### src/rtl/clock_display_scan.sv
// rtl/clock_display_scan.sv - 6-digit multiplexed 7-segment scan for HH.MM.SS with per-frame snapshot.
// Optional set-mode field blinking is built when CLOCK_DISPLAY_BLINK_EN is defined.
module clock_display_scan #(
  parameter int SCAN_DIV  = 1000,
  parameter int BLINK_DIV = 500000
) (
  input  logic       i_clk,
  input  logic       i_rstn,
  input  logic [4:0] i_hr,
  input  logic [5:0] i_min,
  input  logic [5:0] i_sec,
  input  logic       i_set,
  input  logic [1:0] i_field,
  output logic [5:0] o_an,
  output logic [6:0] o_seg,
  output logic       o_dp
);

  localparam int SCAN_W = (SCAN_DIV > 1) ? $clog2(SCAN_DIV) : 1;

  logic [SCAN_W-1:0] presc, presc_nxt;
  logic              tick;
  logic [2:0]        idx, idx_nxt;
  logic              snap;
  logic [4:0]        sh_hr, sh_hr_nxt;
  logic [5:0]        sh_min, sh_min_nxt;
  logic [5:0]        sh_sec, sh_sec_nxt;
  logic [5:0]        field_val;
  logic              field_bad;
  logic [3:0]        tens, ones, digit;
  logic              blank;
  logic [5:0]        an_nxt;
  logic [6:0]        seg_nxt;
  logic              dp_nxt;

  function automatic logic [6:0] seg7(input logic [3:0] d);
    case (d)
      4'd0:    seg7 = 7'b0111111;
      4'd1:    seg7 = 7'b0000110;
      4'd2:    seg7 = 7'b1011011;
      4'd3:    seg7 = 7'b1001111;
      4'd4:    seg7 = 7'b1100110;
      4'd5:    seg7 = 7'b1101101;
      4'd6:    seg7 = 7'b1111101;
      4'd7:    seg7 = 7'b0000111;
      4'd8:    seg7 = 7'b1111111;
      4'd9:    seg7 = 7'b1101111;
      default: seg7 = 7'b1000000;
    endcase
  endfunction

  always_comb begin
    tick      = (presc == SCAN_W'(SCAN_DIV - 1));
    presc_nxt = tick ? '0 : presc + 1'b1;
    idx_nxt   = idx;
    if (tick) idx_nxt = (idx == 3'd5) ? 3'd0 : idx + 3'd1;
    // Capture only at the frame boundary so one frame never mixes two times.
    snap       = tick && (idx == 3'd5);
    sh_hr_nxt  = snap ? i_hr  : sh_hr;
    sh_min_nxt = snap ? i_min : sh_min;
    sh_sec_nxt = snap ? i_sec : sh_sec;
  end

  // Outputs are computed from next-state values so pins move with idx.
  always_comb begin
    field_val = 6'd0;
    field_bad = 1'b0;
    case (idx_nxt[2:1])
      2'd0: begin
        field_val = sh_sec_nxt;
        field_bad = (sh_sec_nxt >= 6'd60);
      end
      2'd1: begin
        field_val = sh_min_nxt;
        field_bad = (sh_min_nxt >= 6'd60);
      end
      default: begin
        field_val = {1'b0, sh_hr_nxt};
        field_bad = (sh_hr_nxt >= 5'd24);
      end
    endcase
  end

  always_comb begin
    if      (field_val >= 6'd60) tens = 4'd6;
    else if (field_val >= 6'd50) tens = 4'd5;
    else if (field_val >= 6'd40) tens = 4'd4;
    else if (field_val >= 6'd30) tens = 4'd3;
    else if (field_val >= 6'd20) tens = 4'd2;
    else if (field_val >= 6'd10) tens = 4'd1;
    else                         tens = 4'd0;
    ones    = 4'(field_val - 6'(tens) * 6'd10);
    digit   = idx_nxt[0] ? tens : ones;
    an_nxt  = 6'b000001 << idx_nxt;
    dp_nxt  = (idx_nxt == 3'd2) || (idx_nxt == 3'd4);
    seg_nxt = blank ? 7'b0000000 : (field_bad ? 7'b1000000 : seg7(digit));
  end

`ifdef CLOCK_DISPLAY_BLINK_EN
  localparam int BLINK_W = (BLINK_DIV > 1) ? $clog2(BLINK_DIV) : 1;

  logic [BLINK_W-1:0] blink_cnt, blink_cnt_nxt;
  logic               phase, phase_nxt;

  always_comb begin
    blink_cnt_nxt = '0;
    phase_nxt     = 1'b0;
    if (i_set) begin
      if (blink_cnt == BLINK_W'(BLINK_DIV - 1)) begin
        blink_cnt_nxt = '0;
        phase_nxt     = ~phase;
      end else begin
        blink_cnt_nxt = blink_cnt + 1'b1;
        phase_nxt     = phase;
      end
    end
    blank = phase_nxt && (i_field != 2'd3) && (i_field == idx_nxt[2:1]);
  end

  always_ff @(posedge i_clk or negedge i_rstn) begin
    if (!i_rstn) begin
      blink_cnt <= '0;
      phase     <= 1'b0;
    end else begin
      blink_cnt <= blink_cnt_nxt;
      phase     <= phase_nxt;
    end
  end
`else
  logic unused_blink_inputs;
  assign unused_blink_inputs = ^{i_set, i_field};
  assign blank = 1'b0;
`endif

  always_ff @(posedge i_clk or negedge i_rstn) begin
    if (!i_rstn) begin
      presc  <= '0;
      idx    <= 3'd0;
      sh_hr  <= 5'd0;
      sh_min <= 6'd0;
      sh_sec <= 6'd0;
      o_an   <= 6'b000001;
      o_seg  <= 7'b0111111;
      o_dp   <= 1'b0;
    end else begin
      presc  <= presc_nxt;
      idx    <= idx_nxt;
      sh_hr  <= sh_hr_nxt;
      sh_min <= sh_min_nxt;
      sh_sec <= sh_sec_nxt;
      o_an   <= an_nxt;
      o_seg  <= seg_nxt;
      o_dp   <= dp_nxt;
    end
  end

endmodule

### config.mk
export PLATFORM = sky130hd
export DESIGN_NAME = clock_display_scan
export DESIGN_NICKNAME = d
export VERILOG_FILES = /design/src/rtl/clock_display_scan.sv
export SDC_FILE = /design/constraint.sdc
export NUM_CORES = 1
export LEC_CHECK = 0
export ABC_AREA = 1
export CAP_MARGIN = 20
export CORE_UTILIZATION = 30
export CTS_BUF_LIST = sky130_fd_sc_hd__clkbuf_8
export CTS_CLUSTER_SIZE = 25
export DETAILED_ROUTE_END_ITERATION = 8
export GPL_TIMING_DRIVEN = 0
export MAX_ROUTING_LAYER = met4
export PLACE_DENSITY = 0.6
export SLEW_MARGIN = 20
export SYNTH_ARGS = -nofsm -noshare
export SYNTH_HDL_FRONTEND = slang
export SYNTH_SLANG_ARGS = --single-unit
### constraint.sdc
create_clock -name i_clk -period 5.2 [get_ports i_clk]
set_input_delay 1.04 -clock i_clk [delete_from_list [all_inputs] [get_ports i_clk]]
set_output_delay 1.04 -clock i_clk [all_outputs]
set_load 0.02 [all_outputs]
==> run_results.csv <==
group,metric,value,unit
timing,worst_pin_slew,852.0,ps
worst_setup_path,cp.arrival,3920,ps
logic_synthesis,yosys.area.top_type,"dfrtp_1",
logic_synthesis,synth_adder_area_share,3.798,%
floorplanning,die-area,0.008715,mm^2
timing,hold_viol_final,0,
floorplanning,initial_core_util,31.74,%
cells_and_area,syn_to_final_growth,25.14,%
clock_tree,ctsHoldBuffers,0,
logic_synthesis,synth.distinct_cells,36,
clock_tree,clock_latency,300,ps
clock_tree,cts_made_buffers,5,
route,detail-route-antenna-nets,0,
clock_tree,cts_root_buffer,"clkbuf_8",
timing,finalClockSkew,10.68,ps
power_and_ir_drop,ir_worst_vdd,0.0001062,V
power_and_ir_drop,pwr-share-comb,3.2,%
logic_synthesis,yosysSeqAreaShare,44.33,%
global_routing,grt_remaining_overflow,0,
global_routing,track_usage,13.40,%
worst_setup_path,crit_type,"register to register",
logic_synthesis,synth_compound_area_share,4.998,%
floorplanning,std_cell_rows,32,
logic_synthesis,ys_warn_count,0,
power_and_ir_drop,swShare,18.25,%
clock_tree,clockBufferDepth,2,
worst_setup_path,critPathTopFamily,"simple AND/OR/NAND/NOR gates",
timing,clock.fmax,271.2,MHz
clock_tree,cts_setup_buffers,0,
logic_synthesis,synth_cells,314,
route,met1_length,2468,um
logic_synthesis,synth_edf_count,0,
worst_setup_path,path_max_fanout,10,
cells_and_area,drive_above_1_share,18.87,%
logic_synthesis,syn_nets,343,
power_and_ir_drop,leakagePower,0.001686,uW
clock_tree,cts.sinks,44,
power_and_ir_drop,p_clk_share,49.9,%
logic_synthesis,syn-cell-area,0.002504,mm^2
route,vias_per_cell,4.344,
logic_synthesis,synth_ff_type,"dfrtp_1",
worst_setup_path,crit_path_cell_trace,"ha_1, nand2_2, clkinv_1, nand4_4, buf_2, nand2_1, nand3_1, nand3_2, nand2_1, nor2_1, nor2_1, nand2_1, nand2_1, nand2_2, nand2_2, inv_1, ha_1, fa_1, inv_1, o21ai_2, nand2_1, nand4_1, nand2_1, nor2_1",
timing,fin_crit_sh,70.90,%
floorplanning,die_x,93.36,um
place,io_buffer_count,32,
route,route.met3.wl,165,um
global_routing,grt_pass1_wl,8921,um
worst_setup_path,crit_path_max_incr_delay,470,ps
cells_and_area,antenna_cells,0,
power_and_ir_drop,fin_total_pwr,729.1,uW
power_and_ir_drop,seqPwrFrac,46.9,%
route,top_layer_used,"met4",
place,dpl_worst_slack,1220,ps
place,gp_congestion,0.8572,
timing,final-setup-viol-count,0,
power_and_ir_drop,powerDensity,232.7,mW/mm^2
hold_path,min-delay-path-class,"register to register",
timing,fin_ws,1513,ps
cells_and_area,nNetsFinal,383,
timing,rsz0062_at_grt,"false",
logic_synthesis,ys_top_cells_by_area,"dfrtp_1, nand2_1, dfstp_2",
route,post-route-drc-count,0,
floorplanning,io_pins,36,
power_and_ir_drop,intPower,596.1,uW
global_routing,grt_max_degree,24,
global_routing,antenna_found_initial,0,
route,vias,1985,
logic_synthesis,avgSynthCellArea,7.973,um^2
power_and_ir_drop,p_sw,133.0,uW
timing,slew_headroom,43.01,%
logic_synthesis,synth_top_area_share,36.98,%
clock_tree,clk_pin_slew,90,ps
worst_setup_path,worstSetupStartpointType,"register",
worst_setup_path,cp.required,5430,ps
worst_setup_path,cpMostUsedCell,"nand2_1",
logic_synthesis,async_reset_ff_share,100.0,%
run_status,status,"complete, no violations",
logic_synthesis,synth_mux_area_share,0,%
route,dr.pass1.iters,4,
logic_synthesis,yosys_register_bits,44,
logic_synthesis,synth_top_family_by_area,"simple AND/OR/NAND/NOR gates",
route,wl_met2,2322,um
worst_setup_path,end_kind,"register",
route,initialDrtViolationCount,105,
worst_setup_path,crit_buf_inv,4,
worst_setup_path,slowest_stage,"fa_1",
floorplanning,coreArea,0.007888,mm^2
timing,tns,0,ps
timing,drv_slew,0,
place,hpwlAfterDp,3780,um
clock_tree,tritoncts,"done",
logic_synthesis,synthXorXnorAreaFrac,0.6997,%
route,routed_wl,4995,um
run,drv_cap,0,
floorplanning,die_height,93.36,um
logic_synthesis,synthSimpleGateAreaFrac,38.33,%
clock_tree,h-tree-depth,2,
route,wl_per_cell,10.93,um
clock_tree,cts_resized,0,
global_routing,grt_pass1_vias,1987,
timing,min_period,3687,ps
-- stage by stage --
| stage | utilization (%) | instances | hold slack, ps | cell area, um^2 |
|---|---|---|---|---|
| final | 39.72 | 457 | 471.9 | 3133 |
| after global routing | 39.72 | 457 | 505.6 | 3133 |
| after CTS | 39.72 | 457 | 474.7 | 3133 |
| after detailed placement | 37.71 | 449 | 459.1 | 2974 |
| after global placement | 37.42 | 448 | 449.4 | 2952 |
| after floorplan | - | 314 | 432.8 | 2504 |
-- cells by family after synthesis --
logic type               after synthesis
AND/OR/NAND/NOR                      192
buffers and inverters                 50
flip-flops                            44
AO/OA/AOI/OAI                         19
adder cells (fa/ha/maj)                7
XOR/XNOR                               2
-- state kept, by name, summed over array words and instances, names as in the netlist --
name    flops
idx         3
sh_sec      6
o_an        6
o_dp        1
sh_hr       5
presc      10
sh_min      6
o_seg       7
-- worst paths after layout --
kind                            end  cells after the start     start  slack (ps)
min in group asynchronous  presc[1]                      1    i_rstn         720
hold / removal             presc[9]                      1  presc[9]         470
max in group asynchronous  o_seg[3]                      2    i_rstn        3890
setup reg to reg           o_seg[4]                     24  presc[0]        1510
hold reg to reg            presc[9]                      1  presc[9]         470
setup / recovery           o_seg[4]                     24  presc[0]        1510
-- placed cells by master (no fill, tap or decap), types with 5 or more instances in the layout --
master	synthesis	layout
dfrtp_1	37	37
nand3_1	19	19
clkdlybuf4s50_1	0	31
inv_1	38	38
nor3_1	6	6
nor2_1	28	28
nor2_2	5	5
inv_2	9	9
clkbuf_8	0	5
nand2_1	94	94
ha_1	6	6
nand4_1	5	5
dfstp_2	7	7
nand2_2	15	15
-- worst register-to-register path, delay by kind of cell, from the launching register on --
kind / cells / cell delay, ps
AOI/OAI and AO/OA: 1 / 260
and+or+nand+nor: 16 / 1610
buffers and inverters: 4 / 480
adders and majority gates: 3 / 870
DFF: 1 / 400
-- cell usage after synthesis, drive strengths merged (2+ instances only) --
cell type    n
nand2      113
inv         47
nor2        38
dfrtp       37
nand3       23
dfstp        7
o21ai        7
ha           6
nand4        6
nor3         6
a21oi        5
or2          3
a31oi        2
buf          2
nand3b       2
o21a         2
xor2         2
-- power by group through the flow --
stage | clock network (uW) | registers, uW | logic (uW)
final | 364 | 342 | 23.3
after global placement | 0 | 349 | 21.9
after global routing | 387 | 342 | 26.1
after detailed placement | 0 | 349 | 24.2
after CTS | 372 | 342 | 24.3
after floorplan | 0 | 349 | 0.428
-- final cells by class --
cell class                      instances  area [um^2]
Fill cell                             807         4755
Inverter                               48        180.2
Tap cell                              102        127.6
Buffer                                  2        16.27
Timing Repair Buffer                   33        342.8
Clock inverter                          3        90.09
Clock buffer                            5        68.82
Multi-Input combinational cell        220         1197
Sequential cell                        44         1110
-- per-layer routing --
metal	track usage (%)	vias to the layer above
met3	2.683	4
met2	21.14	30
met4	4.615	0
met5	-	-
li1	-	1063
met1	17.17	888
(Power assumes the default switching activity.)
